### config.mk
export PLATFORM = sky130hd
export DESIGN_NAME = imem_pipe
export DESIGN_NICKNAME = d
export VERILOG_FILES = /design/src/rtl/imem_pipe.sv
export SDC_FILE = /design/constraint.sdc
export NUM_CORES = 2
export LEC_CHECK = 0
export CAP_MARGIN = 20
export CORE_ASPECT_RATIO = 0.8
export CORE_UTILIZATION = 45
export DETAILED_ROUTE_END_ITERATION = 10
export GPL_TIMING_DRIVEN = 0
export PLACE_DENSITY = 0.6
export SYNTH_ARGS = -nofsm -noshare
export SYNTH_HDL_FRONTEND = slang
export SYNTH_SLANG_ARGS = --single-unit
### constraint.sdc
create_clock -name clk -period 1.6 [get_ports clk]
set_input_delay 0.16 -clock clk [delete_from_list [all_inputs] [get_ports clk]]
set_output_delay 0.16 -clock clk [all_outputs]
set_load 0.03 [all_outputs]
### src/rtl/imem_pipe.sv
// ---------------------------------------------------------------------------
// imem_pipe
//
// Byte-addressed, big-endian instruction memory for the MIPS fetch stage.
// It has a valid/ready fetch interface, a read latency of LAT cycles, an
// alignment check, and a word-wide program-load port. The load port replaces
// initial-block programming.
//
// Parameters:
//   ADDR_W      width of fetch/load byte addresses
//   DEPTH_BYTES memory size in bytes (power of two, multiple of 4)
//   LAT         cycles from accepted request to rsp_valid (1..4)
//
// Ports:
//   clk, rst_n              clock, asynchronous active-low reset
//   req_valid/req_ready     fetch request handshake, req_addr = byte address
//   rsp_valid/rsp_ready     response handshake
//   rsp_instr, rsp_err      fetched word (byte at addr in [31:24]) and fault flag
//   ld_en/ld_addr/ld_data   program-load write (word aligned, low bits ignored)
//   ld_be                   byte enables, ld_be[3] -> ld_data[31:24]
//   busy                    any stage valid, including the output register
//
// Optional feature macro: IMEM_OOR_ERR_EN
//   defined   : fetch address >= DEPTH_BYTES faults; such loads are dropped
//   undefined : fetch and load addresses wrap modulo DEPTH_BYTES
//
// Handshake rule: a transfer happens on a rising edge where valid && ready.
// A held response (rsp_valid && !rsp_ready) freezes the whole pipeline and
// keeps rsp_* stable. A load cycle refuses new requests.
// ---------------------------------------------------------------------------
module imem_pipe #(
    parameter int ADDR_W      = 32,
    parameter int DEPTH_BYTES = 256,
    parameter int LAT         = 1
) (
    input  logic              clk,
    input  logic              rst_n,
    input  logic              req_valid,
    output logic              req_ready,
    input  logic [ADDR_W-1:0] req_addr,
    output logic              rsp_valid,
    input  logic              rsp_ready,
    output logic [31:0]       rsp_instr,
    output logic              rsp_err,
    input  logic              ld_en,
    input  logic [ADDR_W-1:0] ld_addr,
    input  logic [31:0]       ld_data,
    input  logic [3:0]        ld_be,
    output logic              busy
);

    localparam int AW = $clog2(DEPTH_BYTES);   // byte index width
    localparam int WW = AW - 2;                // word index width

    // Pipeline stages; index LAT-1 is the output register.
    logic          r_v [LAT];
    logic          r_e [LAT];
    logic [WW-1:0] r_a [LAT];
    logic [31:0]   r_instr;
    logic [7:0]    r_mem [DEPTH_BYTES];

    // Next-state values for each stage (what enters it on an advancing edge).
    logic          w_nv [LAT];
    logic          w_ne [LAT];
    logic [WW-1:0] w_na [LAT];

    logic          w_adv;
    logic          w_acc;
    logic          w_req_err;
    logic          w_ld_we;
    logic [31:0]   w_rd;
    logic          w_busy;
    logic          w_unused;

    assign w_adv     = !(r_v[LAT-1] && !rsp_ready);
    assign req_ready = w_adv && !ld_en;
    assign w_acc     = req_valid && req_ready;

`ifdef IMEM_OOR_ERR_EN
    assign w_req_err = (req_addr[1:0] != 2'b00) || (req_addr >= ADDR_W'(DEPTH_BYTES));
    assign w_ld_we   = ld_en && (ld_addr < ADDR_W'(DEPTH_BYTES));
`else
    assign w_req_err = (req_addr[1:0] != 2'b00);
    assign w_ld_we   = ld_en;
`endif

    // Only the word index travels down the pipe. The error flag already
    // records misalignment, so the low address bits are not needed later.
    always_comb begin
        w_nv[0] = w_acc;
        w_ne[0] = w_acc && w_req_err;
        w_na[0] = req_addr[AW-1:2];
        for (int i = 1; i < LAT; i++) begin
            w_nv[i] = r_v[i-1];
            w_ne[i] = r_e[i-1];
            w_na[i] = r_a[i-1];
        end
    end

    // The memory is read for the entry that enters the output register.
    // Because this is a registered read, a load on the same edge to the
    // same word is not yet visible to it (read-before-write).
    assign w_rd = {r_mem[{w_na[LAT-1], 2'b00}], r_mem[{w_na[LAT-1], 2'b01}],
                   r_mem[{w_na[LAT-1], 2'b10}], r_mem[{w_na[LAT-1], 2'b11}]};

    always_ff @(posedge clk or negedge rst_n) begin
        if (!rst_n) begin
            for (int i = 0; i < LAT; i++) begin
                r_v[i] <= 1'b0;
                r_e[i] <= 1'b0;
                r_a[i] <= '0;
            end
            r_instr <= 32'h0;
        end else if (w_adv) begin
            for (int i = 0; i < LAT; i++) begin
                r_v[i] <= w_nv[i];
                r_e[i] <= w_ne[i];
                r_a[i] <= w_na[i];
            end
            // Faulting entries and bubbles carry a NOP word.
            r_instr <= (w_nv[LAT-1] && !w_ne[LAT-1]) ? w_rd : 32'h0;
        end
    end

    // Program storage is not reset, so its contents survive rst_n.
    always_ff @(posedge clk) begin
        if (w_ld_we) begin
            for (int b = 0; b < 4; b++) begin
                if (ld_be[3-b]) begin
                    r_mem[{ld_addr[AW-1:2], 2'(b)}] <= ld_data[31-8*b -: 8];
                end
            end
        end
    end

    always_comb begin
        w_busy = 1'b0;
        for (int i = 0; i < LAT; i++) begin
            w_busy = w_busy | r_v[i];
        end
    end

    assign rsp_valid = r_v[LAT-1];
    assign rsp_err   = r_e[LAT-1];
    assign rsp_instr = r_instr;
    assign busy      = w_busy;

    // The output stage address and the upper/lower address bits are
    // intentionally unused.
    assign w_unused = ^{req_addr, ld_addr, r_a[LAT-1]};

endmodule

Yosys cells after proc, flatten, opt, wreduce, memory -nomap -nowiden
Memories as Yosys holds them, arrays and structs flattened.
Cells that the tools add are included.

word-level totals
  output and inout port bits = 36
  word-level logic and storage cells = 27
  memories kept = 1
  input port bits = 105
  register bits = 34
  RAM bits = 2,048

cells by class
  reduce and logical (&&, ||, !) cells = 10
  mux-type cells = 13

memory list
  name   depth  width  read ports  clocked after memory_dff  write ports  line  RTL
  r_mem  256    8      4           0                         4            60    logic [7:0] r_mem [DEPTH_BYTES];

operators by type and width
  kind                count
  32-bit 2-to-1 mux   1
  1-bit 2-to-1 mux    12
  1-bit logical AND   5
  1-bit logical NOT   4
  2-bit nonzero test  1

Longest topological paths before layout
  depth in word-level cells = 9
  mapped depth = 11
  depth with buffers taken out = 6

Worst setup path before layout
OpenSTA, ideal clock, no wires.

  kind = input to register
  start point = input port req_addr[2]
  end point = register r_instr[23], in the netlist rsp_instr[23]
  setup slack = -0.382 ns
  buffers on the path = 2
  data required time = 1.468 ns
  setup time = 0.132 ns
  data arrival time = 1.850 ns
  stages on the path = 6
  cells stage by stage = buf_4 > buf_2 > mux4_2 > mux4_2 > a32oi_1 > nand3_1

between the ends
  cells in the longest elaborated chain, start to end = 2

RTL lines
  what                     line  RTL
  from (decl)              40    input logic [ADDR_W-1:0] req_addr,
  memory read 256 x 8 bit  -
  32-bit 2-to-1 mux        121   r_instr <= (w_nv[LAT-1] && !w_ne[LAT-1]) ? w_rd : 32'h0;
  to (signal assigned)     121
  to (decl)                59    logic [31:0] r_instr;

Every way passes these cells.
A chain may end at the register's enable or synchronous reset.

Worst setup path after layout
  start point = input port req_addr[6]
  end point = register r_instr[7], in the netlist rsp_instr[7]

The elaborated chain is that of the path after synthesis.

==> metrics.md <==
| Metric | Value |
|---|---|
| Outcome | `complete, but fails checks` |
| Violated checks | `setup timing` |
| Met2 GRT Util | `0.469` |
| DRT iter0 DRCs | `9632` |
| Max incr delay on CP | `0.50 ns` |
| Fmax | `450 MHz` |
| CTS buffer count | `195` |
| Final Cycle Share | `1.39` |
| Post-synth top flop | `edfxtp_1` |
| GRT Max-Usage Layer | `met1` |
| Core area | `178000 um2` |
| Final GP Congestion | `1.02` |
| Met1 Use GR | `0.474` |
| Worst Hold Launch | `req_addr[0]` |
| R2R Path Start | `r_mem[14][16]$_DFFE_PP_` |
| Max Transition Viols Final | `0` |
| Max cap viols | `0` |
| Root Buffer | `clkbuf_16` |
| P&R area growth vs syn | `20.7%` |
| CP cell instances | `buf_1, nand2b_1, clkbuf_4, clkbuf_2, buf_8, a21oi_1, nor4_4, o21ai_1, nand3_1` |
| Detailed Place HPWL | `209000 um` |
| Sw Share | `0.236` |
| Via Count | `47100` |
| Unrepaired setup endpoints after global routing | `true` |
| Overall die width | `476 um` |
| GR Util met3 | `0.165` |
| Slew @ Worst Pin | `1.31 ns` |
| Finished Layout Cells | `6904` |
| Ports | `141` |
| Critical path class | `in -> reg` |
| Die area | `182000 um2` |
| Peak VDD IR | `1.37 mV` |
| Slowest CP cell | `buf_1` |
| Endpoints failing setup | `497` |
| Crit end category | `flip-flop` |
| Mapped cell area | `80900 um2` |
| Vias/cell | `6.82` |
| Sw Pwr | `27.4 mW` |
| Worst reg2reg path depth | `6` |
| Place WS | `-2.99 ns` |
| Grt ovf | `0` |
| PortBufs | `79` |
| Post-synth EDFFs | `2048` |
| Stages on worst setup path | `9` |
| Peak fanout along the critical path | `10` |
| DR pass1 iterations | `6` |
| Fin. Hold Viols | `0` |
| Vias in the first global route | `42700` |
| Power per Cell Area | `1190 nW/um2` |
| Largest delay contributor family on the critical path | `buffers and inverters` |
| CP required | `2.33 ns` |
| TritonCTS Sinks | `2082` |
| Placed cells | `6448` |
| Layout Nets | `4458` |
| Hold Path Class | `in -> reg` |
| Worst R2R End | `rsp_instr[8]$_DFFE_PN0N_` |
| WL final | `320000 um` |
| Routed len/inst | `46.4 um` |
| Sequential fraction of the synthesis area | `0.770` |
| Worst path arrival time | `2.95 ns` |
| Pin count of the biggest net entering global routing | `59` |
| CP Buf/Inv Count | `4` |
| Rel. slew slack | `0.127` |
| CTS tree | `yes` |
| Cells after Synth | `3921` |
| # fillers | `13300` |
| Library cells used by synthesis | `46` |
| Ratio of cells with drive above 1 in the final layout | `0.360` |
| ANT nets after route | `0` |
| Die Y | `381 um` |
| Clock Power Share | `0.407` |
| Post-Syn Nets | `4026` |
| Startpoint Class | `input port` |
| Lkg Pwr | `31.1 nW` |
| Final setup margin | `-0.623 ns` |
| Row count | `138` |
| DRC errors left | `0` |
| Initial antenna violation count | `17` |
| Final setup skew | `0.0460 ns` |
| Internal | `88.9 mW` |
| Avg Cell Area, Syn | `20.6 um2` |
| Ys Warns | `0` |
| Area occupied by multi-input gates | `20400 um2` |
| Worst Setup SP | `req_addr[6]` |
| Seq cells post-synth | `2082` |
| Total Routing Usage GR | `0.350` |
| R2r setup slk | `-0.52 ns` |
| First-pass GRT wire length | `413000 um` |
| FFs w/ async S/R, synth | `0.0163` |
| Logic pwr share | `0.076` |
| Maximum clock insertion buffer count | `3` |
| H-tree depth | `4` |
| Clock Latency Late Sink | `0.88 ns` |
| Hold depth | `3` |
| Fin crit period | `2.22 ns` |
| Starting Density | `0.456` |
| Register area | `62400 um2` |
| Clock Pin Slew Worst Setup and Hold Paths | `0.06 ns` |
| Flop pwr share | `0.517` |
| Hold Path Sink | `rsp_err$_DFFE_PN0N_` |
==> area by class of cell <==
cell class	instances	share of cell area
Antenna cell	2	0.0000512
Buffer	227	0.0248
Clock buffer	257	0.0552
Clock inverter	109	0.0100
Inverter	1	0.0000384
Multi-Input combinational cell	1601	0.209
Sequential cell	2082	0.639
Tap cell	2380	0.0305
Timing Repair Buffer	245	0.0315
==> timing repair <==
action                                  in CTS  in global routing
buffers inserted                            29                 33
hold endpoints to repair                  1509                  0
pin swaps                                   41                 38
hold buffers                                37                  0
gates cloned                                 2                  0
endpoints found under the setup margin    2092               2008
gates resized for setup                   1056                211
==> logic make-up after synthesis <==
logic type             share of synthesized area
flip-flops                                 0.770
AO/OA/AOI/OAI                             0.0293
buffers and inverters                     0.0167
multiplexers                               0.158
AND/OR/NAND/NOR                           0.0260
==> metrics by stage <==
step | total power [mW] | cell area [um2] | hold slack [ns] | utilization | setup TNS [ns]
after CTS | 115 | 96500 | 0.00652 | 0.543 | -283.41
after floorplan | 64.4 | 81400 | -0.136 | - | -248.09
after global placement | 68.6 | 85200 | 0.475 | 0.480 | -4887.59
after global routing | 118 | 97700 | 0.0504 | 0.550 | -18.32
after detailed placement | 68.8 | 86400 | 0.135 | 0.486 | -2667.48
final | 116 | 97700 | 0.0350 | 0.550 | -41.81
==> layout by cell type (no fill, tap or decap), types with 11 or more instances in the layout <==
master,synthesis,routed
clkbuf_2,0,50
o21ai_2,0,14
buf_12,0,81
mux4_2,410,410
nand2_2,1,54
buf_8,2,52
clkbuf_8,0,21
buf_4,20,50
a22oi_1,168,151
buf_2,54,35
clkbuf_16,0,206
bufinv_16,0,15
dfrtp_1,34,18
clkinv_1,0,32
mux2i_2,0,11
buf_16,0,12
nand2_4,0,14
clkbuf_1,105,57
edfxtp_1,2048,2048
a22oi_2,0,17
a21oi_2,0,18
nor2_4,1,261
clkinv_2,0,47
dlygate4sd3_1,0,37
a21oi_1,88,69
buf_6,39,97
nor2b_1,24,22
dfrtp_2,0,16
a211oi_1,23,13
nand3_1,36,33
mux2i_1,317,299
clkbuf_4,0,17
nand2_1,114,45
mux2_2,32,29
==> registers in the layout (all words and copies together), names as in the netlist <==
name       flops
r_mem       2048
rsp_err        1
busy           1
rsp_instr     32
==> worst min-delay path, stage by stage <==
cell and delay, ns:
clkdlybuf4s50_1 0.43, o211ai_1 0.17, o21ai_0 0.08
==> power by group through the flow <==
stage	combinational, mW	sequential [mW]	clock [mW]
after floorplan	3.07	61.4	0
after global placement	7.10	61.5	0
after detailed placement	7.49	61.3	0
after CTS	8.22	60.2	47.0
after global routing	8.69	60.2	49.0
final	8.84	60.2	47.4
==> Yosys cell counts (17+ instances only) <==
cell / n / share of area
edfxtp_1: 2048 / 0.76
mux4_2: 410 / 0.11
mux2i_1: 317 / 0.039
nor2_1: 269 / 0.012
a22oi_1: 168 / 0.016
nand2_1: 114 / 0.0053
clkbuf_1: 105 / 0.0049
a21oi_1: 88 / 0.0054
buf_2: 54 / 0.0033
buf_6: 39 / 0.0054
nand3_1: 36 / 0.0022
dfrtp_1: 34 / 0.011
mux2_2: 32 / 0.0045
nor2b_1: 24 / 0.0019
a211oi_1: 23 / 0.0021
o21ai_1: 21 / 0.0013
buf_4: 20 / 0.0019
buf_1: 17 / 0.00079
==> layer usage <==
metal  vias to the layer above  routed length [um]  share of wire
met2                      4178              130000           0.41
met5                         -                 870         0.0027
met1                     25000              118000           0.37
met3                       809               52600           0.16
li1                      17100                   -              -
met4                        31               18800          0.059
==> worst max-delay path by stage <==
stage | endpoint | slack (ns)
floorplan | rsp_instr[10]$_DFFE_PN0N_ | -0.23
global placement | rsp_instr[10]$_DFFE_PN0N_ | -3.29
detailed placement | rsp_instr[1]$_DFFE_PN0N_ | -2.99
CTS | rsp_instr[13]$_DFFE_PN0N_ | -0.49
global route | rsp_instr[8]$_DFFE_PN0N_ | -0.52
finish | rsp_instr[7]$_DFFE_PN0N_ | -0.62
(Power assumes the default switching activity.)
